$ cat config.mk
export PLATFORM = sky130hd
export DESIGN_NAME = conv_kxk_stream
export DESIGN_NICKNAME = d
export VERILOG_FILES = /design/src/rtl/conv_pkg.sv /design/src/rtl/conv_kxk_stream_mac_tree.sv /design/src/rtl/conv_kxk_stream.sv
export SDC_FILE = /design/constraint.sdc
export NUM_CORES = 2
export LEC_CHECK = 0
export CAP_MARGIN = 0
export CELL_PAD_IN_SITES_DETAIL_PLACEMENT = 1
export CELL_PAD_IN_SITES_GLOBAL_PLACEMENT = 2
export CORE_ASPECT_RATIO = 1.4
export CORE_MARGIN = 5
export CORE_UTILIZATION = 46
export CTS_CLUSTER_DIAMETER = 100
export DETAILED_ROUTE_END_ITERATION = 10
export PLACE_DENSITY = 0.95
export RECOVER_POWER = 50
export SETUP_SLACK_MARGIN = 0.02
export SLEW_MARGIN = 10
export SYNTH_ARGS = -nofsm -noshare
export SYNTH_HDL_FRONTEND = slang
export SYNTH_SLANG_ARGS = --single-unit
$ cat constraint.sdc
create_clock -name clk -period 19.8 [get_ports clk]
set_input_delay 2.97 -clock clk [delete_from_list [all_inputs] [get_ports clk]]
set_output_delay 2.97 -clock clk [all_outputs]
set_load 0.01 [all_outputs]
$ cat src/rtl/conv_pkg.sv
// Shared types and helpers for the streaming KxK convolution engine.
package conv_pkg;

  localparam int K_MIN = 2;
  localparam int K_MAX = 5;

  typedef enum logic {
    LOAD   = 1'b0,
    STREAM = 1'b1
  } state_t;

  // Accumulator width: full signed product plus growth for K*K terms.
  function automatic int acc_w(input int data_w, input int k);
    return 2 * data_w + $clog2(k * k);
  endfunction

endpackage

$ cat src/rtl/conv_kxk_stream_mac_tree.sv
// K*K signed multipliers, product register and registered adder with output stage.
// Optional CONV_RELU_EN clamps negative sums to zero at the output register.
module conv_mac_tree
  import conv_pkg::*;
#(
  parameter int DATA_W = 8,
  parameter int K      = 3,
  parameter int ACC_W  = 20
) (
  input  logic                     clk,
  input  logic                     rst,
  input  logic                     i_en,
  input  logic                     i_valid,
  input  logic                     i_last,
  input  logic signed [DATA_W-1:0] i_weight [K*K],
  input  logic signed [DATA_W-1:0] i_win    [K*K],
  output logic                     o_busy,
  output logic                     o_valid,
  output logic                     o_last,
  output logic        [ACC_W-1:0]  o_data
);

  localparam int NTAP  = K * K;
  localparam int PW    = 2 * DATA_W;

  logic signed [PW-1:0]    w_prod [NTAP];
  logic signed [ACC_W-1:0] r_prod [NTAP];
  logic                    r_pvalid;
  logic                    r_plast;
  logic signed [ACC_W-1:0] w_sum;
  logic        [ACC_W-1:0] w_out;
  logic        [ACC_W-1:0] r_data;
  logic                    r_valid;
  logic                    r_last;

  for (genvar i = 0; i < NTAP; i++) begin : g_mul
    assign w_prod[i] = i_weight[i] * i_win[i];
  end

  // NOTE: sequential state uses non-blocking assignments so every register samples pre-edge values.
  // NOTE: the product array is small and lives in flops, so it is reset like any other register.
  always_ff @(posedge clk or posedge rst) begin
    if (rst) begin
      for (int i = 0; i < NTAP; i++) r_prod[i] <= '0;
      r_pvalid <= 1'b0;
      r_plast  <= 1'b0;
    end else if (i_en) begin
      for (int i = 0; i < NTAP; i++)
        r_prod[i] <= {{(ACC_W - PW){w_prod[i][PW-1]}}, w_prod[i]};
      r_pvalid <= i_valid;
      r_plast  <= i_last;
    end
  end

  // NOTE: default assignment first so no path through the block leaves w_sum unassigned (no latch).
  always_comb begin
    w_sum = '0;
    for (int i = 0; i < NTAP; i++) w_sum = w_sum + r_prod[i];
  end

`ifdef CONV_RELU_EN
  assign w_out = w_sum[ACC_W-1] ? '0 : w_sum;
`else
  assign w_out = w_sum;
`endif

  always_ff @(posedge clk or posedge rst) begin
    if (rst) begin
      r_data  <= '0;
      r_valid <= 1'b0;
      r_last  <= 1'b0;
    end else if (i_en) begin
      r_data  <= w_out;
      r_valid <= r_pvalid;
      r_last  <= r_plast;
    end
  end

  assign o_busy  = r_pvalid | r_valid;
  assign o_valid = r_valid;
  assign o_last  = r_last;
  assign o_data  = r_data;

endmodule

$ cat src/rtl/conv_kxk_stream.sv
// Streaming KxK convolution: weight-load FSM, raster counters, line buffers and window array.
// Build option: CONV_RELU_EN (clamps negative results to zero, same latency).
module conv_kxk_stream
  import conv_pkg::*;
#(
  parameter  int DATA_W     = 8,
  parameter  int K          = 3,
  parameter  int IMG_WIDTH  = 8,
  parameter  int IMG_HEIGHT = 8,
  localparam int ACC_W      = acc_w(DATA_W, K)
) (
  input  logic              clk,
  input  logic              rst,
  input  logic              w_load_valid,
  input  logic [DATA_W-1:0] w_load_data,
  output logic              w_load_err,
  input  logic              s_valid,
  output logic              s_ready,
  input  logic [DATA_W-1:0] s_data,
  output logic              m_valid,
  input  logic              m_ready,
  output logic [ACC_W-1:0]  m_data,
  output logic              m_last,
  output logic              weights_loaded
);

  localparam int NTAP  = K * K;
  localparam int IDX_W = $clog2(NTAP);
  localparam int CW    = $clog2(IMG_WIDTH);
  localparam int RW    = $clog2(IMG_HEIGHT);

  if (K < K_MIN || K > K_MAX) begin : g_k_range
    $error("conv_kxk_stream: K out of legal range");
  end

  state_t                     r_state, w_state_nxt;
  logic        [IDX_W-1:0]    r_widx, w_widx_nxt;
  logic                       w_wr_en;
  logic        [IDX_W-1:0]    w_wr_idx;
  logic                       w_err_nxt;
  logic                       r_err;
  logic signed [DATA_W-1:0]   r_weight [NTAP];
  logic signed [DATA_W-1:0]   r_lb     [K-1][IMG_WIDTH];
  logic signed [DATA_W-1:0]   r_win    [K][K];
  logic signed [DATA_W-1:0]   w_win_flat [NTAP];
  logic        [CW-1:0]       r_col;
  logic        [RW-1:0]       r_row;
  logic                       r_win_valid;
  logic                       r_win_last;
  logic                       w_adv;
  logic                       w_accept;
  logic                       w_mac_busy;
  logic                       w_reload_ok;

  assign w_adv    = !m_valid || m_ready;
  assign s_ready  = (r_state == STREAM) && w_adv;
  assign w_accept = s_valid && s_ready;

  // A reload must not coincide with a pixel accept, or that pixel would straddle two weight sets.
  assign w_reload_ok = (r_col == '0) && (r_row == '0) && !r_win_valid && !w_mac_busy && !w_accept;

  always_comb begin
    w_state_nxt = r_state;
    w_widx_nxt  = r_widx;
    w_wr_en     = 1'b0;
    w_wr_idx    = r_widx;
    w_err_nxt   = 1'b0;
    case (r_state)
      LOAD: begin
        if (w_load_valid) begin
          w_wr_en = 1'b1;
          if (r_widx == IDX_W'(NTAP - 1)) begin
            w_state_nxt = STREAM;
            w_widx_nxt  = '0;
          end else begin
            w_widx_nxt = r_widx + 1'b1;
          end
        end
      end
      STREAM: begin
        if (w_load_valid) begin
          if (w_reload_ok) begin
            w_state_nxt = LOAD;
            w_wr_en     = 1'b1;
            w_wr_idx    = '0;
            w_widx_nxt  = IDX_W'(1);
          end else begin
            w_err_nxt = 1'b1;
          end
        end
      end
      default: w_state_nxt = LOAD;
    endcase
  end

  always_ff @(posedge clk or posedge rst) begin
    if (rst) begin
      r_state <= LOAD;
      r_widx  <= '0;
      r_err   <= 1'b0;
      for (int i = 0; i < NTAP; i++) r_weight[i] <= '0;
    end else begin
      r_state <= w_state_nxt;
      r_widx  <= w_widx_nxt;
      r_err   <= w_err_nxt;
      if (w_wr_en) r_weight[w_wr_idx] <= w_load_data;
    end
  end

  // Line buffer j's tail holds the pixel j+1 rows above the incoming one, same column.
  always_ff @(posedge clk or posedge rst) begin
    if (rst) begin
      for (int j = 0; j < K - 1; j++)
        for (int i = 0; i < IMG_WIDTH; i++) r_lb[j][i] <= '0;
      for (int r = 0; r < K; r++)
        for (int c = 0; c < K; c++) r_win[r][c] <= '0;
    end else if (w_accept) begin
      for (int j = 0; j < K - 1; j++)
        for (int i = IMG_WIDTH - 1; i > 0; i--) r_lb[j][i] <= r_lb[j][i-1];
      r_lb[0][0] <= s_data;
      for (int j = 1; j < K - 1; j++) r_lb[j][0] <= r_lb[j-1][IMG_WIDTH-1];
      for (int r = 0; r < K; r++)
        for (int c = 0; c < K - 1; c++) r_win[r][c] <= r_win[r][c+1];
      for (int r = 0; r < K - 1; r++) r_win[r][K-1] <= r_lb[K-2-r][IMG_WIDTH-1];
      r_win[K-1][K-1] <= s_data;
    end
  end

  always_ff @(posedge clk or posedge rst) begin
    if (rst) begin
      r_col       <= '0;
      r_row       <= '0;
      r_win_valid <= 1'b0;
      r_win_last  <= 1'b0;
    end else begin
      if (w_accept) begin
        if (r_col == CW'(IMG_WIDTH - 1)) begin
          r_col <= '0;
          r_row <= (r_row == RW'(IMG_HEIGHT - 1)) ? '0 : r_row + 1'b1;
        end else begin
          r_col <= r_col + 1'b1;
        end
      end
      if (w_adv) begin
        r_win_valid <= w_accept && (r_row >= RW'(K - 1)) && (r_col >= CW'(K - 1));
        r_win_last  <= w_accept && (r_row == RW'(IMG_HEIGHT - 1)) && (r_col == CW'(IMG_WIDTH - 1));
      end
    end
  end

  for (genvar r = 0; r < K; r++) begin : g_row
    for (genvar c = 0; c < K; c++) begin : g_col
      assign w_win_flat[r*K + c] = r_win[r][c];
    end
  end

  conv_mac_tree #(
    .DATA_W (DATA_W),
    .K      (K),
    .ACC_W  (ACC_W)
  ) u_mac (
    .clk      (clk),
    .rst      (rst),
    .i_en     (w_adv),
    .i_valid  (r_win_valid),
    .i_last   (r_win_last),
    .i_weight (r_weight),
    .i_win    (w_win_flat),
    .o_busy   (w_mac_busy),
    .o_valid  (m_valid),
    .o_last   (m_last),
    .o_data   (m_data)
  );

  assign w_load_err     = r_err;
  assign weights_loaded = (r_state == STREAM);

endmodule
Yosys cells after proc, flatten, opt, wreduce, memory -nomap -nowiden
Index checks and enable logic that the tools add are counted.
{"block": "word_totals", "register_bits": 406, "inputBits": 21, "out_inout_bits": 25}
{"block": "classes", "n_addsub": 11, "multipliers": 9, "order_cmp": 4, "n_eq_ne": 6, "n_mux": 24, "bitwise": 3, "reduce_logical": 20}
{"op": "8-bit by 8-bit multiplier with 16-bit output", "count": 9}
{"op": "20-bit by 16-bit adder with 20-bit output", "count": 6}
{"op": "72-bit bitwise mux", "count": 1}
{"op": "8-bit demux with 4-bit select", "count": 1}
{"op": "4-bit two-way mux", "count": 7}
{"op": "17-bit by 16-bit adder with 18-bit output", "count": 1}
{"op": "16-bit by 16-bit adder with 17-bit output", "count": 1}
{"op": "1-bit logical AND", "count": 11}
{"op": "1-bit two-way mux", "count": 9}
{"op": "8-bit two-way mux", "count": 1}
{"op": "4-bit case mux with 2 select lines", "count": 1}
{"op": "3-bit by 1-bit adder with 3-bit output, second input constant", "count": 2}
{"op": "3-bit equality test, second input constant", "count": 2}
{"op": "3-bit by 2-bit greater-or-equal comparator with 1-bit output, second input constant", "count": 2}
{"op": "3-bit zero test", "count": 2}
{"op": "3-bit two-way mux", "count": 2}
{"op": "5-bit greater-or-equal comparator, second input constant", "count": 1}
{"op": "5-bit by 1-bit less-than comparator with 1-bit output, second input constant", "count": 1}
{"op": "4-bit NOT with 5-bit output", "count": 1}
{"op": "4-bit by 1-bit adder with 4-bit output, second input constant", "count": 1}
{"op": "4-bit equality test, second input constant", "count": 1}
{"op": "1-bit zero test", "count": 4}
{"op": "2-bit inequality test, second input constant", "count": 2}
{"op": "1-bit case mux with 2 select lines", "count": 2}
{"op": "6 further kinds", "count": 6}

Depth between registers and ports, before layout
{"block": "depth", "word_depth": 15, "mapped_depth": 26, "mapped_depth_nobuf": 26}

By module
Synthesis repeated with hierarchy kept, for this count alone.
{"block": "hier_totals", "hier_cells": 4202, "area_unflattened_um2": 40974.3}
{"mod": "conv_mac_tree", "instances": 1, "cells_per_inst": 3312, "area_per_inst_um2": 31717.9, "seq_area_each_um2": 4204.0}
{"mod": "conv_kxk_stream", "instances": 1, "cells_per_inst": 890, "area_per_inst_um2": 9256.4, "seq_area_each_um2": 5955.7}

Worst setup path after synthesis
No wires, ideal clock.
{"block": "synth_path", "kind": "input-to-output", "from": "in m_ready", "to": "out s_ready", "arrival_time_ns": 3.333, "required_time_ns": 16.830, "setup_slack_ns": 13.497, "cell_stages": 3, "cell_sequence": "nor2b_1 buf_2 nor2_1"}
{"block": "synth_via", "elab_chain_len": 2}
{"element": "from (decl)", "line_no": "conv_kxk_stream.sv:21", "rtl": "input logic m_ready,"}
{"element": "1-bit logical OR", "line_no": "conv_kxk_stream.sv:55", "rtl": "assign w_adv = !m_valid || m_ready;"}
{"element": "1-bit logical AND", "line_no": "conv_kxk_stream.sv:56", "rtl": "assign s_ready = (r_state == STREAM) && w_adv;"}
{"element": "to (decl)", "line_no": "conv_kxk_stream.sv:18", "rtl": "output logic s_ready,"}
Every way passes these cells.

==> results.sh <==
export IMPL_cp_slowest_cell="clkinvlp_2"
export IMPL_crit_required_ns=20.37
export IMPL_synthArstFlopShare_pct=100.0
export IMPL_worstSetupPathType="in -> async"
export IMPL_place_gp_congestion=0.8629
export IMPL_violations="max-capacitance violations, max-slew violations"
export IMPL_cts_inserted_buffers=46
export IMPL_multi_input_area_mm2=0.02773
export IMPL_synth_ff_type="dfrtp_1"
export IMPL_grt_max_degree=149
export IMPL_register_area_mm2=0.01016
export IMPL_synth_area_leader_cell="fa_1"
export IMPL_final_layout_size_suffix_gt1_share_pct=3.879
export IMPL_area_growth_pct=7.549
export IMPL_syn_area_mm2=0.04124
export IMPL_drt_total_wl_um=112200
export IMPL_syn_inst=4345
export IMPL_chipWidth_um=263.0
export IMPL_synth_distinct_cells=72
export IMPL_synth_avg_cell_area_um2=9.491
export IMPL_ctsHtreeMaxLevel=2
export IMPL_hpwl_um=87910
export IMPL_path_max_fanout=122
export IMPL_critPathBufInv=4
export IMPL_drt_first_iter_violations=1426
export IMPL_status="finished, violations left"
export IMPL_synth_edf_count=0
export IMPL_setup_slack_ns=9.855
export IMPL_crit_path_end_kind="async pin"
export IMPL_cts_max_path_buffers=3
export IMPL_timing_fmax_mhz=100.6
export IMPL_final_setup_viol_count=0
export IMPL_fp_dieH_um=364.3
export IMPL_grt_usage_pct=23.78
export IMPL_fillers=10140
export IMPL_yosys_warnings=0
export IMPL_yosysMostFrequentCell="nand2_1"
export IMPL_dr_pass1_iters=5
export IMPL_wl_per_cell_um=20.22
export IMPL_cts_sinks=406
export IMPL_final_hold_viol_count=0
export IMPL_worst_slew_pin_slew_ns=5.771
export IMPL_post_cts_setup_buffers=0
export IMPL_clk_latency_ns=0.61
export IMPL_cp_arrival_ns=10.52
export IMPL_drv_cap=5
export IMPL_finalNetCount=5249
export IMPL_io_pins=46
export IMPL_critPathTopFamily="buffers and inverters"
export IMPL_ys_seq_area_share_pct=24.64
export IMPL_synth_common_cells="833 x nand2_1, 762 x inv_1, 600 x fa_1"
export IMPL_dp_slack_ns=11.94
export IMPL_clockRootBuffer="clkbuf_16"
export IMPL_cts_resized_gates=0
export IMPL_min_delay_path_class="reg -> reg"
export IMPL_final_antenna_net_count=0
export IMPL_port_buffers=45
export IMPL_finalSetupTns_ns=0
export IMPL_rsz0062_at_grt="false"
export IMPL_synth_top_area_share_pct=29.13
export IMPL_die_area_mm2=0.09582
export IMPL_relSlewSlack_pct=-286.8
export IMPL_syn_num_nets=5273
export IMPL_synth_area_leaders="fa_1 29%, dfrtp_1 25%, ha_1 9.3%"
export IMPL_grt_pass1_vias=33960
export IMPL_overflow=0
export IMPL_period_share_pct=50.23
export IMPL_num_vias=29450
export IMPL_min_period_ns=9.945
export IMPL_slew_violations=361
export IMPL_postCtsHoldBufs=0
export IMPL_cts_clk_slew_worst_paths_ns=0.07
export IMPL_cts_tree="done"
export IMPL_start_util_pct=46.18
export IMPL_ys_ff_latch=406
export IMPL_core_area_mm2=0.08930
export IMPL_via_per_inst=5.310
export IMPL_clock_skew_ns=0.02756
export IMPL_cp_start_kind="primary input"
export IMPL_cp_cell_sequence="dlygate4sd3_1 -> clkinvlp_2 -> clkbuf_1 -> buf_4"
export IMPL_slowest_delay_ns=3.19
export IMPL_grt_pass1_wl_um=182600
export IMPL_drc=0
export IMPL_antenna_found_initial=7
export IMPL_rows=130
## worst reg2reg max path, stage by stage (launching register included)
cell,delay [ns]
dfrtp_1,0.37
inv_1,0.09
fa_1,0.42
inv_1,0.07
ha_1,0.16
inv_1,0.07
fa_1,0.46
nor2b_1,0.19
o21bai_1,0.11
a21oi_1,0.21
o21ai_0,0.10
nand2b_1,0.10
xor2_1,0.27
fa_1,0.47
inv_1,0.12
fa_1,0.44
fa_1,0.47
fa_1,0.49
inv_1,0.04
ha_1,0.37
nand3_1,0.17
a41oi_2,0.22
o21ai_2,0.13
o21ai_4,0.24
a21oi_2,0.09
or4b_1,0.48
nand3_1,0.10
## placed cells by master, fill, tap and decap left out, drive strengths merged, types with 13 or more instances in the layout
master / n
clkdlybuf4s50: 19
xor2: 24
o211ai: 15
nor3: 20
nand3: 37
nor2: 98
buf: 13
dlygate4sd3: 26
o31ai: 27
dfrtp: 406
a21o: 39
nor3b: 24
nand3b: 13
nand2b: 71
inv: 763
o21a: 34
xnor2: 107
ha: 307
clkbuf: 70
a211oi: 26
mux2: 73
a21oi: 102
and2: 327
nor2b: 14
nand2: 834
and3: 14
fa: 600
o21ai: 131
## metal layers
| metal | global-route usage (%) | vias up | wire length [µm] |
|---|---|---|---|
| met1 | 27.58 | 15410 | 43110 |
| met4 | 9.040 | 2 | 5007 |
| met3 | 2.403 | 203 | 3120 |
| met5 | 0 | - | 13 |
| met2 | 45.27 | 468 | 60900 |
| li1 | - | 13370 | - |
## final cells by class
cell class,instances,area share [%]
Antenna cell,1,0.005642
Tap cell,1188,3.352
Sequential cell,406,22.91
Clock buffer,68,3.078
Timing Repair Buffer,60,1.281
Inverter,762,6.452
Clock inverter,16,0.4006
Multi-Input combinational cell,3045,62.52
## kinds of logic after synthesis
group | after synthesis | synth area share, %
XOR/XNOR | 131 | 2.782
adder cells (fa/ha/maj) | 907 | 38.44
flip-flops | 406 | 24.64
buffers and inverters | 894 | 8.150
AND/OR/NAND/NOR | 1480 | 16.85
AO/OA/AOI/OAI | 453 | 7.118
multiplexers | 74 | 2.018
## registers in the layout (all words and copies together), names as in the netlist
name and flops:
u_mac.r_prod 144, r_lb 80, r_weight 72, r_win 72, u_mac.o_data 20, r_widx 4, r_col 3, r_row 3
r_win_last 1, r_win_valid 1, u_mac.o_last 1, u_mac.o_valid 1, u_mac.r_plast 1, u_mac.r_pvalid 1, w_load_err 1, weights_loaded 1
## worst paths after layout
kind / startpoint / endpoint / slack, ns / cells past startpoint
min in group asynchronous: rst / r_win[38] / 4.64 / 2
hold / removal: u_mac.o_data[2] / u_mac.o_data[2] / 0.46 / 2
setup / recovery: rst / r_win[69] / 9.85 / 4
setup reg to reg: u_mac.r_prod[141] / u_mac.o_data[17] / 13.26 / 26
max in group clk: m_ready / s_ready / 9.92 / 5
hold reg to reg: u_mac.o_data[2] / u_mac.o_data[2] / 0.46 / 2
## through the flow
step                      area, µm²  std cells  utilization, %  hold WS [ns]
after floorplan               41240       4345               -        0.4386
after global placement        42830       5461           47.97        0.4494
after detailed placement      42830       5461           47.97        0.4551
after CTS                     44380       5545           49.69        0.4706
after global routing          44350       5545           49.66        0.4840
final                         44350       5546           49.67        0.4602
Power is not shown: default switching activity piles up to over one toggle a cycle in this logic, so the estimate is an artifact.
